$ cat src/rtl/l2_burst_ctrl.sv
// l2_burst_ctrl: single-port burst engine between a command/stream front end
// and a request/grant memory port. Write beats are issued one request per
// cycle; read requests are throttled by a small return buffer so that every
// granted read always has a slot waiting for its data.
module l2_burst_ctrl #(
  parameter  int ADDR_WIDTH = 32,
  parameter  int DATA_WIDTH = 32,
  parameter  int MAX_BEATS  = 256,
  parameter  int RD_DEPTH   = 4,
  localparam int LEN_W      = $clog2(MAX_BEATS)
) (
  input  logic                    clk_i,
  input  logic                    rst_n,
  input  logic                    cmd_valid_i,
  output logic                    cmd_ready_o,
  input  logic                    cmd_write_i,
  input  logic [ADDR_WIDTH-1:0]   cmd_addr_i,
  input  logic [LEN_W-1:0]        cmd_len_i,
  input  logic                    wdata_valid_i,
  output logic                    wdata_ready_o,
  input  logic [DATA_WIDTH-1:0]   wdata_i,
  output logic                    rdata_valid_o,
  input  logic                    rdata_ready_i,
  output logic [DATA_WIDTH-1:0]   rdata_o,
  output logic                    mem_req_o,
  output logic                    mem_we_o,
  input  logic                    mem_gnt_i,
  output logic [ADDR_WIDTH-1:0]   mem_addr_o,
  output logic [DATA_WIDTH-1:0]   mem_wdata_o,
  output logic [DATA_WIDTH/8-1:0] mem_be_o,
  input  logic                    mem_rvalid_i,
  input  logic [DATA_WIDTH-1:0]   mem_rdata_i,
  output logic                    busy_o,
  output logic                    done_o,
  output logic                    err_o
);

  localparam int BE_W  = DATA_WIDTH / 8;
  localparam int OFF_W = $clog2(BE_W);
  localparam int PTR_W = $clog2(RD_DEPTH);
  localparam int CNT_W = PTR_W + 1;

  localparam logic [2:0] S_IDLE  = 3'd0;
  localparam logic [2:0] S_WR    = 3'd1;
  localparam logic [2:0] S_RD    = 3'd2;
  localparam logic [2:0] S_DRAIN = 3'd3;
  localparam logic [2:0] S_DONE  = 3'd4;

  logic [2:0]            state_q;
  logic [LEN_W-1:0]      len_q;
  logic [LEN_W-1:0]      beat_cnt_q;   // granted beats so far
  logic [LEN_W:0]        acc_cnt_q;    // write beats accepted so far
  logic [ADDR_WIDTH-1:0] addr_q;
  logic [DATA_WIDTH-1:0] wdata_q;
  logic                  wr_req_q;
  logic                  err_q;
  logic [CNT_W-1:0]      outst_q;      // reads granted, data not yet returned
  logic [CNT_W-1:0]      occ_q;        // entries held in the return buffer
  logic [PTR_W-1:0]      wr_ptr_q;
  logic [PTR_W-1:0]      rd_ptr_q;
  logic [DATA_WIDTH-1:0] buf_mem [RD_DEPTH];

  logic cmd_fire, misaligned, wr_active, rd_req, gnt_fire, rd_gnt, wr_fire;
  logic last_beat, push, pop;

  // Ready is forced low while reset is held so no command can slip in.
  assign cmd_ready_o   = rst_n & (state_q == S_IDLE);
  assign cmd_fire      = cmd_valid_i & cmd_ready_o;
  assign misaligned    = |cmd_addr_i[OFF_W-1:0];

  assign wr_active     = (state_q == S_WR) & wr_req_q;
  // A slot is reserved at grant time, so in-flight plus buffered never exceeds depth.
  assign rd_req        = (state_q == S_RD) & ((outst_q + occ_q) < CNT_W'(RD_DEPTH));
  assign mem_req_o     = wr_active | rd_req;
  assign mem_we_o      = wr_active;
  assign mem_addr_o    = addr_q;
  assign mem_wdata_o   = wr_active ? wdata_q : '0;
  assign mem_be_o      = {BE_W{mem_req_o}};

  assign gnt_fire      = mem_req_o & mem_gnt_i;
  assign rd_gnt        = rd_req & mem_gnt_i;
  assign last_beat     = (beat_cnt_q == len_q);

  // New beat may be taken in the same cycle the previous one is granted.
  assign wdata_ready_o = (state_q == S_WR) & (acc_cnt_q <= {1'b0, len_q}) &
                         (~wr_req_q | mem_gnt_i);
  assign wr_fire       = wdata_valid_i & wdata_ready_o;

  // Returns with nothing outstanding (e.g. stale ones after reset) are dropped.
  assign push          = mem_rvalid_i & (outst_q != '0);
  assign rdata_valid_o = (occ_q != '0);
  assign pop           = rdata_valid_o & rdata_ready_i;
  assign rdata_o       = rdata_valid_o ? buf_mem[rd_ptr_q] : '0;

  assign busy_o        = (state_q != S_IDLE);
  assign done_o        = (state_q == S_DONE);
  assign err_o         = done_o & err_q;

  // Burst sequencing: command capture, beat issue, address/beat counting.
  // NOTE: state registers use non-blocking assignments so every flop samples
  // pre-edge values regardless of statement order.
  always_ff @(posedge clk_i or negedge rst_n) begin
    if (!rst_n) begin
      state_q    <= S_IDLE;
      len_q      <= '0;
      beat_cnt_q <= '0;
      acc_cnt_q  <= '0;
      addr_q     <= '0;
      wdata_q    <= '0;
      wr_req_q   <= 1'b0;
      err_q      <= 1'b0;
    end else begin
      case (state_q)
        S_IDLE: begin
          if (cmd_fire) begin
            len_q      <= cmd_len_i;
            addr_q     <= cmd_addr_i;
            beat_cnt_q <= '0;
            acc_cnt_q  <= '0;
            if (misaligned) begin
              err_q   <= 1'b1;
              state_q <= S_DONE;
            end else if (cmd_write_i) begin
              state_q <= S_WR;
            end else begin
              state_q <= S_RD;
            end
          end
        end
        S_WR: begin
          if (wr_fire) begin
            wr_req_q  <= 1'b1;
            wdata_q   <= wdata_i;
            acc_cnt_q <= acc_cnt_q + (LEN_W+1)'(1);
          end else if (gnt_fire) begin
            wr_req_q  <= 1'b0;
          end
          if (gnt_fire) begin
            addr_q     <= addr_q + ADDR_WIDTH'(BE_W);
            beat_cnt_q <= beat_cnt_q + LEN_W'(1);
            if (last_beat) state_q <= S_DONE;
          end
        end
        S_RD: begin
          if (gnt_fire) begin
            addr_q     <= addr_q + ADDR_WIDTH'(BE_W);
            beat_cnt_q <= beat_cnt_q + LEN_W'(1);
            if (last_beat) state_q <= S_DRAIN;
          end
        end
        S_DRAIN: begin
          if (outst_q == '0 && occ_q == '0) state_q <= S_DONE;
        end
        S_DONE: begin
          err_q   <= 1'b0;
          state_q <= S_IDLE;
        end
        default: state_q <= S_IDLE;
      endcase
    end
  end

  // Outstanding-read count and return-buffer pointers/occupancy.
  always_ff @(posedge clk_i or negedge rst_n) begin
    if (!rst_n) begin
      outst_q  <= '0;
      occ_q    <= '0;
      wr_ptr_q <= '0;
      rd_ptr_q <= '0;
    end else begin
      case ({rd_gnt, push})
        2'b10:   outst_q <= outst_q + CNT_W'(1);
        2'b01:   outst_q <= outst_q - CNT_W'(1);
        default: outst_q <= outst_q;
      endcase
      case ({push, pop})
        2'b10:   occ_q <= occ_q + CNT_W'(1);
        2'b01:   occ_q <= occ_q - CNT_W'(1);
        default: occ_q <= occ_q;
      endcase
      if (push) wr_ptr_q <= wr_ptr_q + PTR_W'(1);
      if (pop)  rd_ptr_q <= rd_ptr_q + PTR_W'(1);
    end
  end

  // Return-buffer storage.
  // NOTE: the data array has no reset; validity is tracked by occ_q, which is
  // reset, so stale contents are never presented.
  always_ff @(posedge clk_i) begin
    if (push) buf_mem[wr_ptr_q] <= mem_rdata_i;
  end

endmodule

$ cat config.mk
export PLATFORM = sky130hd
export DESIGN_NAME = l2_burst_ctrl
export DESIGN_NICKNAME = d
export VERILOG_FILES = /design/src/rtl/l2_burst_ctrl.sv
export SDC_FILE = /design/constraint.sdc
export NUM_CORES = 1
export LEC_CHECK = 0
export BUFFER_PORTS_ARGS = -buffer_cell sky130_fd_sc_hd__buf_2
export CORE_UTILIZATION = 59
export CTS_CLUSTER_DIAMETER = 200
export DETAILED_ROUTE_END_ITERATION = 12
export GPL_TIMING_DRIVEN = 0
export MAX_ROUTING_LAYER = met4
export PLACE_DENSITY = 0.85
export SYNTH_ARGS = -nofsm -noshare
export SYNTH_HDL_FRONTEND = slang
export SYNTH_SLANG_ARGS = --single-unit
$ cat constraint.sdc
create_clock -name clk_i -period 4.93 [get_ports clk_i]
set_input_delay 0.7395 -clock clk_i [delete_from_list [all_inputs] [get_ports clk_i]]
set_output_delay 0.7395 -clock clk_i [all_outputs]
set_load 0.05 [all_outputs]
==> results.tsv, run 1 <==
metric	value	unit
status	complete, no violations	
CTS tree	yes	
fraction of the mapped netlist area in simple logic gates	11.96	%
GRT overflow	0	
crit-path most repeated cell	buf_2	
Distinct cells, synth	54	
Setup Fix Bufs, Post-CTS	0	
CP Cell Sequence	clkbuf_1, buf_2, mux4_2, and2_1, buf_2	
Post-synth EDFFs	128	
DRC	0	
top_reg_cell synth	edfxtp_1	
Synth Area in Adders	2.523	%
Worst-Margin Slew	0.8722	ns
buffers added on ports	219	
CTS clk-pin slew, worst paths	0.06	ns
Post-CTS Hold Buffers	0	
DRT iter0 DRCs	487	
Syn Nets	941	
DP Wirelength	16330	um
area fraction of the dominant cell type after synthesis	36.56	%
global-route wire length before repair	37230	um
clock latency on the worst-skew pair	0.52	ns
clock sink count	232	
Initial Utilization	60.57	%
htree depth	1	
TritonRoute pass-1 iters	5	
final worst path period share	69.28	%
max_slew headroom	41.85	%
clock network fraction of design power	20.2	%
Worst setup SP type	register	
Area Growth Syn to Fin	21.36	%
complex-gate fraction of the synthesized area	8.486	%
critical path class	reg2out	
Pins Over Slew Limit	0	
Worst Path Required	4.19	ns
min cycle time layout	3.416	ns
Leak	0.005327	uW
die height	135.5	um
core area	17360	sq um
CP top delay family	buffers and inverters	
Comb pwr share	46.9	%
mux share of post-synthesis cell area	10.58	%
NetSw	4099	uW
Sw Share	44.43	%
global-route usage over all layers	27.15	%
Max Clk Rate	0.2928	GHz
hold slack	0.2313	ns
WP data arrival	2.68	ns
CP peak stage delay	0.58	ns
PostCTS Resize Cnt	0	
number of antenna-violating nets in the routed design	0	
synth warn	0	
CTS buffer count	24	
Hold WC Path Type	in2async	
Max clock buf depth	3	
Flop pwr share	32.9	%
RSZ-0062 raised after global routing	false	
CP Buf/Inv Count	3	
Rows	48	
final setup vio count	0	
RePlAce Congestion	0.8768	
die area	18360	sq um
Worst path slowest cell	mux4_2	
cell area after synthesis	10510	sq um
ys async rst share	44.83	%
P_int	5128	uW
initial antenna violation count	2	
Area contributors post-synth	edfxtp_1, dfrtp_1, mux4_2	
max_cap viols	0	
crit-path max FO	10	
final net count	1187	
Setup TNS Final	0	ns
vias in the first global route	7392	
die width	135.5	um
drt total wl	24080	um
WL/cell	18.53	um
largest net degree at the start of global routing	65	
dominant cell type by area after synthesis	edfxtp_1	
FF+latch count, synth	232	
Seq/Total Area, Yosys	61.32	%
peak supply drop	0.7135	mV
layout cells sized above 1	32.99	%
Via Count	7522	
CTS Root Cell	clkbuf_16	
clk_skew	0.01706	ns
Avg Cell Area, Syn	12.99	sq um
Vias/cell	5.786	
Cells after Synth	809	
CP Capture Type	primary output	
largest family of logic cells by synthesized area	simple AND/OR/NAND/NOR gates	
final hold violations	0	
XOR/XNOR Fraction of Synth Area	2.238	%
total power per unit cell area	723.2	nW/um^2
io pins	220	
[synthesized netlist by cell type (all sizes together) (15+ instances only)]
| master | count |
|---|---|
| nand2 | 60 |
| xnor2 | 17 |
| mux2 | 33 |
| a21oi | 62 |
| o22ai | 15 |
| and2 | 71 |
| clkbuf | 27 |
| o21ai | 43 |
| mux4 | 32 |
| buf | 18 |
| ha | 18 |
| nand4 | 15 |
| inv | 28 |
| edfxtp | 128 |
| nor2 | 36 |
| dfrtp | 104 |
| nand3 | 15 |
[sequential cells by signal (all words and copies together) (netlist names)]
name and cells:
buf_mem 128, mem_addr_o 32, wdata_q 32, acc_cnt_q 9
beat_cnt_q 8, len_q 8, occ_q 3, outst_q 3
state_q 3, rd_ptr_q 2, wr_ptr_q 2, err_q 1
wr_req_q 1
[cell type report]
cell class              count  area (sq um)
diodes                      2         5.005
plain buffers              45         198.9
clock buffers              31         703.2
clock inverters            13         125.1
fillers                  1135          4598
inverters                  28         105.1
multi-input cells         504          3767
flip-flops and latches    232          6446
well taps                 225         281.5
repair buffers            220          1126
[stage by stage]
stage	util [%]	total power (uW)	instance area [sq um]	setup slack, ns	instances
after floorplan	-	6299	10510	1.714	809
after global placement	68.50	7241	11890	0.6908	1253
after detailed placement	68.71	7370	11930	1.683	1254
after CTS	73.48	9257	12750	1.499	1298
after global routing	73.51	9695	12760	1.353	1300
final	73.51	9227	12760	1.514	1300
[power groups by stage]
stage          clock network (uW)  logic (uW)  registers [uW]
4_1_cts                      1890        4340            3030
2_1_floorplan                   0        2910            3390
3_5_place_dp                    0        4310            3060
6_report                     1860        4330            3040
3_3_place_gp                    0        4220            3020
5_1_grt                      1970        4640            3090
[logic make-up after synthesis]
| kind of cell | Yosys count |
|---|---|
| xor gates and xnor gates | 26 |
| DFF | 232 |
| buffers and inverters | 73 |
| AOI/OAI and AO/OA | 152 |
| adders and majority gates | 20 |
| muxes | 67 |
| and+or+nand+nor | 239 |
[path summary, 6_finish.rpt]
path | to | from | cells after the start | slack, ns
max | rdata_o[9] | rd_ptr_q[0]$_DFFE_PN0P_ | 5 | 1.51
min in group clk_i | buf_mem[1][21]$_DFFE_PP_ | mem_rdata_i[21] | 1 | 0.44
max in group asynchronous | wdata_q[7]$_DFFE_PN0P_ | rst_n | 2 | 3.96
min | mem_addr_o[26]$_DFFE_PN0P_ | rst_n | 1 | 0.23
max reg2reg | wdata_q[24]$_DFFE_PN0P_ | acc_cnt_q[4]$_DFFE_PN0P_ | 7 | 2.34
min reg2reg | mem_addr_o[0]$_DFFE_PN0P_ | mem_addr_o[0]$_DFFE_PN0P_ | 2 | 0.49
[per-layer routing]
| layer | up-vias | GRT usage (%) | part of all wire [%] |
|---|---|---|---|
| li1 | 3462 | - | - |
| met2 | 338 | 44.67 | 50 |
| met1 | 3685 | 35.01 | 40 |
| met3 | 37 | 4.489 | 7.2 |
| met4 | 0 | 7.678 | 2.0 |
| met5 | - | - | 0 |
[layout by cell type, fill, tap and decap left out, types with 5 or more instances in the layout]
master / n
nand2b_1: 5
or3_1: 8
and3_1: 8
xnor2_1: 16
o21ai_0: 43
buf_2: 230
and2_1: 66
nor2_1: 36
clkbuf_16: 26
nor3_1: 8
clkbuf_1: 28
dfrtp_1: 104
nand2_1: 60
edfxtp_1: 128
mux4_2: 32
nand4_1: 15
xor2_1: 9
nand3_1: 15
inv_1: 28
a21oi_1: 61
ha_1: 18
a31oi_1: 6
buf_4: 5
mux2_2: 33
o22ai_1: 15
clkinv_2: 5
Power figures use the tool's default switching activity.
==> run 2, diff against run 1 <==
ABC_AREA = 1   (was default)
CORE_UTILIZATION = 50   (was 59)
PLACE_DENSITY = 0.76   (was 0.85)
clock period = 2.8 ns   (was 4.93 ns; I/O delays follow)
==> results.tsv, run 2 <==
metric	value	unit	change
vias in the first global route	8896		was 7392
max_cap viols	0		unchanged
min cycle time layout	2.677	ns	
Hold WC Path Type	in2reg		was in2async
WP data arrival	2.26	ns	was 2.68 ns
Pins Over Slew Limit	0		unchanged
Worst Path Required	2.38	ns	was 4.19 ns
peak supply drop	1.114	mV	was 0.7135 mV
global-route usage over all layers	24.71	%	was 27.15%
CP Capture Type	primary output		unchanged
Initial Utilization	51.14	%	was 60.57%
Syn Nets	1397		was 941
Worst setup SP type	register		unchanged
R2R depth	10		was 7
largest net degree at the start of global routing	62		was 65
final setup vio count	0		unchanged
number of antenna-violating nets in the routed design	0		unchanged
status	complete, no violations		unchanged
Max clock buf depth	3		unchanged
CP peak stage delay	0.38	ns	was 0.58 ns
RSZ-0062 raised after global routing	false		unchanged
Total Power	18120	uW	was 9227 uW
Worst-Margin Slew	0.6212	ns	was 0.8722 ns
Vias/cell	5.163		was 5.786
global-route wire length before repair	43210	um	was 37230 um
WHS Path Cells	3		
dominant cell type by area after synthesis	edfxtp_1		unchanged
final worst path period share	95.60	%	
hold slack	0.1027	ns	was 0.2313 ns
max_slew headroom	58.49	%	was 41.85%
CTS clk-pin slew, worst paths	0.06	ns	about the same
Setup TNS Final	0	ns	unchanged
io pins	220		unchanged
TritonRoute pass-1 iters	6		was 5
WL/cell	15.19	um	was 18.53 um
die width	151.6	um	was 135.5 um
cell area after layout	13660	sq um	was 12760 sq um
Area contributors post-synth	edfxtp_1, dfrtp_1, nand2_1		was edfxtp_1, dfrtp_1, mux4_2
final net count	1649		was 1187
commonest non-fill, non-tap cell in the layout	nand2_1		was buf_2
DP Wirelength	19600	um	was 16330 um
DRC	0		unchanged
Leak	0.006353	uW	was 0.005327 uW
Post-synth EDFFs	128		unchanged
htree depth	1		unchanged
CP Buf/Inv Count	3		unchanged
Setup Fix Bufs, Post-CTS	0		unchanged
Placed Area	12800	sq um	was 11930 sq um
Cells after Synth	1265		was 809
CTS Root Cell	clkbuf_16		unchanged
most common cell in the netlist	nand2_1		was edfxtp_1
fin util	62.40	%	was 73.51%
FF+latch count, synth	232		unchanged
CTS tree	yes		unchanged
crit path launch	rd_ptr_q[0]$_DFFE_PN0P_		unchanged
layout cells sized above 1	21.81	%	was 32.99%
die area	22990	sq um	was 18360 sq um
Distinct cells, synth	34		was 54
initial antenna violation count	0		was 2
clock sink count	232		unchanged
RePlAce Congestion	0.9544		was 0.8768
max reg flops	128		unchanged
Seq/Total Area, Yosys	57.58	%	was 61.32%
GRT overflow	0		unchanged
RR Endpoint	outst_q[2]$_DFFE_PN0P_		was wdata_q[24]$_DFFE_PN0P_
Worst path slowest cell	dfrtp_1		was mux4_2
Avg Cell Area, Syn	8.850	sq um	was 12.99 sq um
Worst Hold End	mem_addr_o[1]$_DFFE_PN0P_		
origin of the critical flop-to-flop path	outst_q[0]$_DFFE_PN0P_		was acc_cnt_q[4]$_DFFE_PN0P_
area fraction of the dominant cell type after synthesis	34.33	%	was 36.56%
Via Count	9382		was 7522
final hold violations	0		unchanged
CTS buffer count	25		was 24
min-delay src	cmd_addr_i[1]		
clock latency on the worst-skew pair	0.53	ns	was 0.52 ns
largest reg by FF count	buf_mem		unchanged
clk_skew	0.01861	ns	was 0.01706 ns
CP top delay family	buffers and inverters		unchanged
worst reg-to-reg setup slack	0.45	ns	was 2.34 ns
critical path class	reg2out		unchanged
CP Cell Sequence	clkbuf_2, clkbuf_2, nor2_1, nor2_1, o21ai_0, a21oi_1, buf_2		was clkbuf_1, buf_2, mux4_2, and2_1, buf_2
Post-synth top cells	nand2_1, nor2_1, edfxtp_1, inv_1, dfrtp_1		was edfxtp_1, dfrtp_1, and2_1, a21oi_1, nand2_1
cell area after synthesis	11200	sq um	was 10510 sq um
die height	151.6	um	was 135.5 um
ys async rst share	44.83	%	unchanged
most frequent cells in the layout	nand2_1, nor2_1, buf_2		was buf_2, edfxtp_1, dfrtp_1
synth warn	0		unchanged
crit-path max FO	10		unchanged
top_reg_cell synth	edfxtp_1		unchanged
total power per unit cell area	1327	nW/um^2	was 723.2 nW/um^2
Rows	54		was 48
Area Growth Syn to Fin	22.02	%	was 21.36%
DRT iter0 DRCs	601		was 487
Max Clk Rate	0.3736	GHz	
drt total wl	27610	um	was 24080 um
core area	21890	sq um	was 17360 sq um
buffers added on ports	219		unchanged
==> run 2: cell count changes after synthesis, sizes merged, moves of 14 or more <==
cell   previous run  this run
inv              28       117
o22ai            15         1
a21oi            62        76
o21ai            43       110
mux4             32         0
nor3              8        22
mux2             33         0
nand2            60       268
nor2             36       262
nand3            15        48
and2             71         0
==> run 2: tightest hold or removal path, delay by kind of cell <==
family	cells	cell delay (ns)
buf+inv	1	0.08
simple gates	2	0.10
==> run 2: cell families after synthesis <==
kind of cell | count (synthesis) | share of synthesized area, %
and+or+nand+nor | 620 | 22.56
xor gates and xnor gates | 23 | 1.799
DFF | 232 | 57.58
AOI/OAI and AO/OA | 192 | 8.728
muxes | 7 | 0.6259
adders and majority gates | 20 | 2.369
buffers and inverters | 171 | 6.337
==> run 2: per-layer routing <==
metal  vias up  share of wire (%)  track usage [%]
li1       4621                  -                -
met1      4370                 42            30.95
met2       339                 49            41.71
met3        52                7.6            3.533
met4         0                2.0            7.327
met5         -                  0                -
==> run 2: stage by stage <==
step | cells | worst slack [ns]
after CTS | 1817 | 0.001668
after detailed placement | 1769 | 0.2238
after global placement | 1764 | -0.8576
after global routing | 1816 | 0.004908
after floorplan | 1265 | 0.2388
final | 1817 | 0.1233
==> run 2: cell type report <==
class	count	area, sq um
clock inverter	12	123.9
tap	280	350.3
inverter	117	439.2
antenna	1	2.502
buffer	53	286.5
fill	1854	8230
timing repair buffer	226	1264
sequential	232	6446
multi-input combinational	862	4075
clock buffer	34	673.1
==> run 2: power by group <==
part | internal [uW] | switching [uW]
Clock | 1880 | 1320
Sequential | 4650 | 587
Combinational | 2480 | 7210
==> run 2: worst max path at each step <==
stage | to | slack, ns | depth (start not counted)
after detailed placement | mem_addr_o[20]$_DFFE_PN0P_ | 0.22 | 10
final | rdata_o[21] | 0.12 | 7
after CTS | rdata_o[22] | 0.002 | 7
after global routing | rdata_o[22] | 0.005 | 7
after floorplan | wdata_ready_o | 0.24 | 8
after global placement | buf_mem[2][6]$_DFFE_PP_ | -0.86 | 4
==> run 2: timing repair <==
action,in CTS,in global routing
hold buffers,2,0
hold endpoints to repair,44,0
cloned,0,0
endpoints found under the setup margin,32,29
gates resized for setup,15,7
==> run 3, diff against run 2 <==
ABC_AREA = default   (was 1)
PLACE_DENSITY = 0.77   (was 0.76)
SKIP_LAST_GASP = 1   (was default)
==> results.tsv, run 3 (synthesis results as in run 1) <==
metric	value	unit	change
status	complete, no violations		unchanged
Placement Setup Slack	-0.09975	ns	was 0.2238 ns
Leak	0.005393	uW	was 0.006353 uW
die width	147	um	was 151.6 um
R2R depth	7		was 10
CTS buffer count	25		unchanged
DRC	0		unchanged
global-route usage over all layers	22.54	%	was 24.71%
total power per unit cell area	1268	nW/um^2	was 1327 nW/um^2
min cycle time layout	2.745	ns	was 2.677 ns
Pins Over Slew Limit	0		unchanged
clock latency on the worst-skew pair	0.51	ns	was 0.53 ns
largest net degree at the start of global routing	72		was 62
max_cap viols	0		unchanged
Via Count	7420		was 9382
final setup vio count	0		unchanged
Hold WC Path Type	in2reg		unchanged
Worst path slowest cell	dfrtp_1		unchanged
Rows	52		was 54
max_slew headroom	41.28	%	was 58.49%
buffers added on ports	219		unchanged
core area	20430	sq um	was 21890 sq um
Vias/cell	5.492		was 5.163
CP Buf/Inv Count	1		was 3
clk_skew	0.01282	ns	was 0.01861 ns
RR Endpoint	wdata_q[15]$_DFFE_PN0P_		was outst_q[2]$_DFFE_PN0P_
global-route wire length before repair	37490	um	was 43210 um
max reg flops	128		unchanged
final hold violations	0		unchanged
CP Capture Type	primary output		unchanged
DP Wirelength	16120	um	was 19600 um
critical path class	reg2out		unchanged
number of antenna-violating nets in the routed design	0		unchanged
crit path to	wdata_ready_o		was rdata_o[21]
hold slack	0.1155	ns	was 0.1027 ns
DRT iter0 DRCs	363		was 601
CP Cell Sequence	ha_1, a21oi_1, o221ai_1, or3_4, a21oi_1, buf_4		was clkbuf_2, clkbuf_2, nor2_1, nor2_1, o21ai_0, a21oi_1, buf_2
TritonRoute pass-1 iters	4		was 6
layout cells sized above 1	34.26	%	was 21.81%
CP top delay family	compound AO/OA/AOI/OAI gates		was buffers and inverters
setup slack after layout	0.05480	ns	was 0.1233 ns
Setup TNS Final	0	ns	unchanged
origin of the critical flop-to-flop path	acc_cnt_q[4]$_DFFE_PN0P_		was outst_q[0]$_DFFE_PN0P_
crit-path max FO	5		was 10
io pins	220		unchanged
die height	147	um	was 151.6 um
Initial Utilization	51.46	%	was 51.14%
WP data arrival	2.33	ns	was 2.26 ns
RSZ-0062 raised after global routing	true		was false
Crit. path cell count	6		was 7
GRT overflow	0		unchanged
commonest non-fill, non-tap cell in the layout	buf_2		was nand2_1
CTS tree	yes		unchanged
CTS Root Cell	clkbuf_16		unchanged
initial antenna violation count	1		was 0
Worst setup SP type	register		unchanged
crit path launch	acc_cnt_q[4]$_DFFE_PN0P_		was rd_ptr_q[0]$_DFFE_PN0P_
RePlAce Congestion	0.9129		was 0.9544
Max Clk Rate	0.3643	GHz	was 0.3736 GHz
Worst-Margin Slew	0.8808	ns	was 0.6212 ns
vias in the first global route	7506		was 8896
Max clock buf depth	3		unchanged
final net count	1195		was 1649
most frequent cells in the layout	buf_2, edfxtp_1, dfrtp_1		was nand2_1, nor2_1, buf_2
crit-path most repeated cell	a21oi_1		
peak supply drop	0.6991	mV	was 1.114 mV
die area	21610	sq um	was 22990 sq um
WL/cell	17.36	um	was 15.19 um
CP peak stage delay	0.44	ns	was 0.38 ns
htree depth	1		unchanged
drt total wl	23450	um	was 27610 um
CTS clk-pin slew, worst paths	0.06	ns	about the same
worst reg-to-reg setup slack	0.22	ns	was 0.45 ns
largest reg by FF count	buf_mem		unchanged
clock sink count	232		unchanged
# fillers	1613		was 1854
final worst path period share	98.04	%	was 95.60%
Worst Path Required	2.38	ns	about the same
Area Growth Syn to Fin	23.29	%	was 22.02%
run 3: changes by cell type in the layout (fill, tap and decap cells not counted), sizes merged, moves of 32 or more:
cell	change
mux4	+32
and2	+71
inv	-90
nor2	-226
nand2	-208
nand3	-33
o21ai	-67
mux2	+33
run 3: how the worst min path moves through the flow:
stage / cells after the start / endpoint / from
detailed placement: 1 / mem_addr_o[8]$_DFFE_PN0P_ / rst_n
global placement: 2 / mem_addr_o[1]$_DFFE_PN0P_ / mem_addr_o[1]$_DFFE_PN0P_
CTS: 3 / len_q[0]$_DFFE_PN0P_ / cmd_len_i[0]
global route: 1 / buf_mem[1][19]$_DFFE_PP_ / mem_rdata_i[19]
floorplan: 0 / acc_cnt_q[0]$_DFFE_PN0P_ / rst_n
finish: 3 / len_q[0]$_DFFE_PN0P_ / cmd_len_i[0]
run 3: worst reg2reg max path: stages (launching register included):
cell and delay (ns):
dfrtp_1 0.44, ha_1 0.34, a21oi_1 0.15, o221ai_1 0.14
or3_4 0.37, a21oi_4 0.31, buf_2 0.34, mux2_2 0.37
run 3: cell type report:
type / count / area (sq um) / area share (%)
Timing Repair Buffer: 228 / 1220 / 9.412
Multi-Input combinational cell: 504 / 3819 / 29.46
Inverter: 28 / 105.1 / 0.8109
Tap cell: 270 / 337.8 / 2.606
Sequential cell: 232 / 6447 / 49.74
Clock inverter: 14 / 171.4 / 1.323
Antenna cell: 1 / 2.502 / 0.01931
Buffer: 44 / 214.0 / 1.651
Clock buffer: 30 / 644.4 / 4.972
run 3: timing repair:
item	4_1_cts	5_1_grt
setup buffers	2	4
hold endpoints to repair	37	0
hold buffers	2	0
resized for setup	20	10
pin swaps	2	2
setup endpoints to repair	65	55
run 3: power by group:
group	switching (uW)	internal [uW]
Clock	1280	2000
Sequential	654	4680
Combinational	5250	2550
Total	7190	9240
run 3: layer usage:
layer	share of wire (%)	global-route usage (%)	vias up
met5	0	-	-
met3	5.7	3.385	44
li1	-	-	3483
met1	43	29.31	3638
met4	2.2	6.082	0
met2	49	37.20	255
run 3: stage by stage:
stage	cell area, sq um	utilization, %	total power (uW)	instances
2_1_floorplan	10520	-	11100	809
3_3_place_gp	11950	58.49	12840	1298
3_5_place_dp	11990	58.67	12990	1299
4_1_cts	12890	63.12	16400	1346
5_1_grt	12960	63.44	17310	1351
6_report	12960	63.44	16430	1351
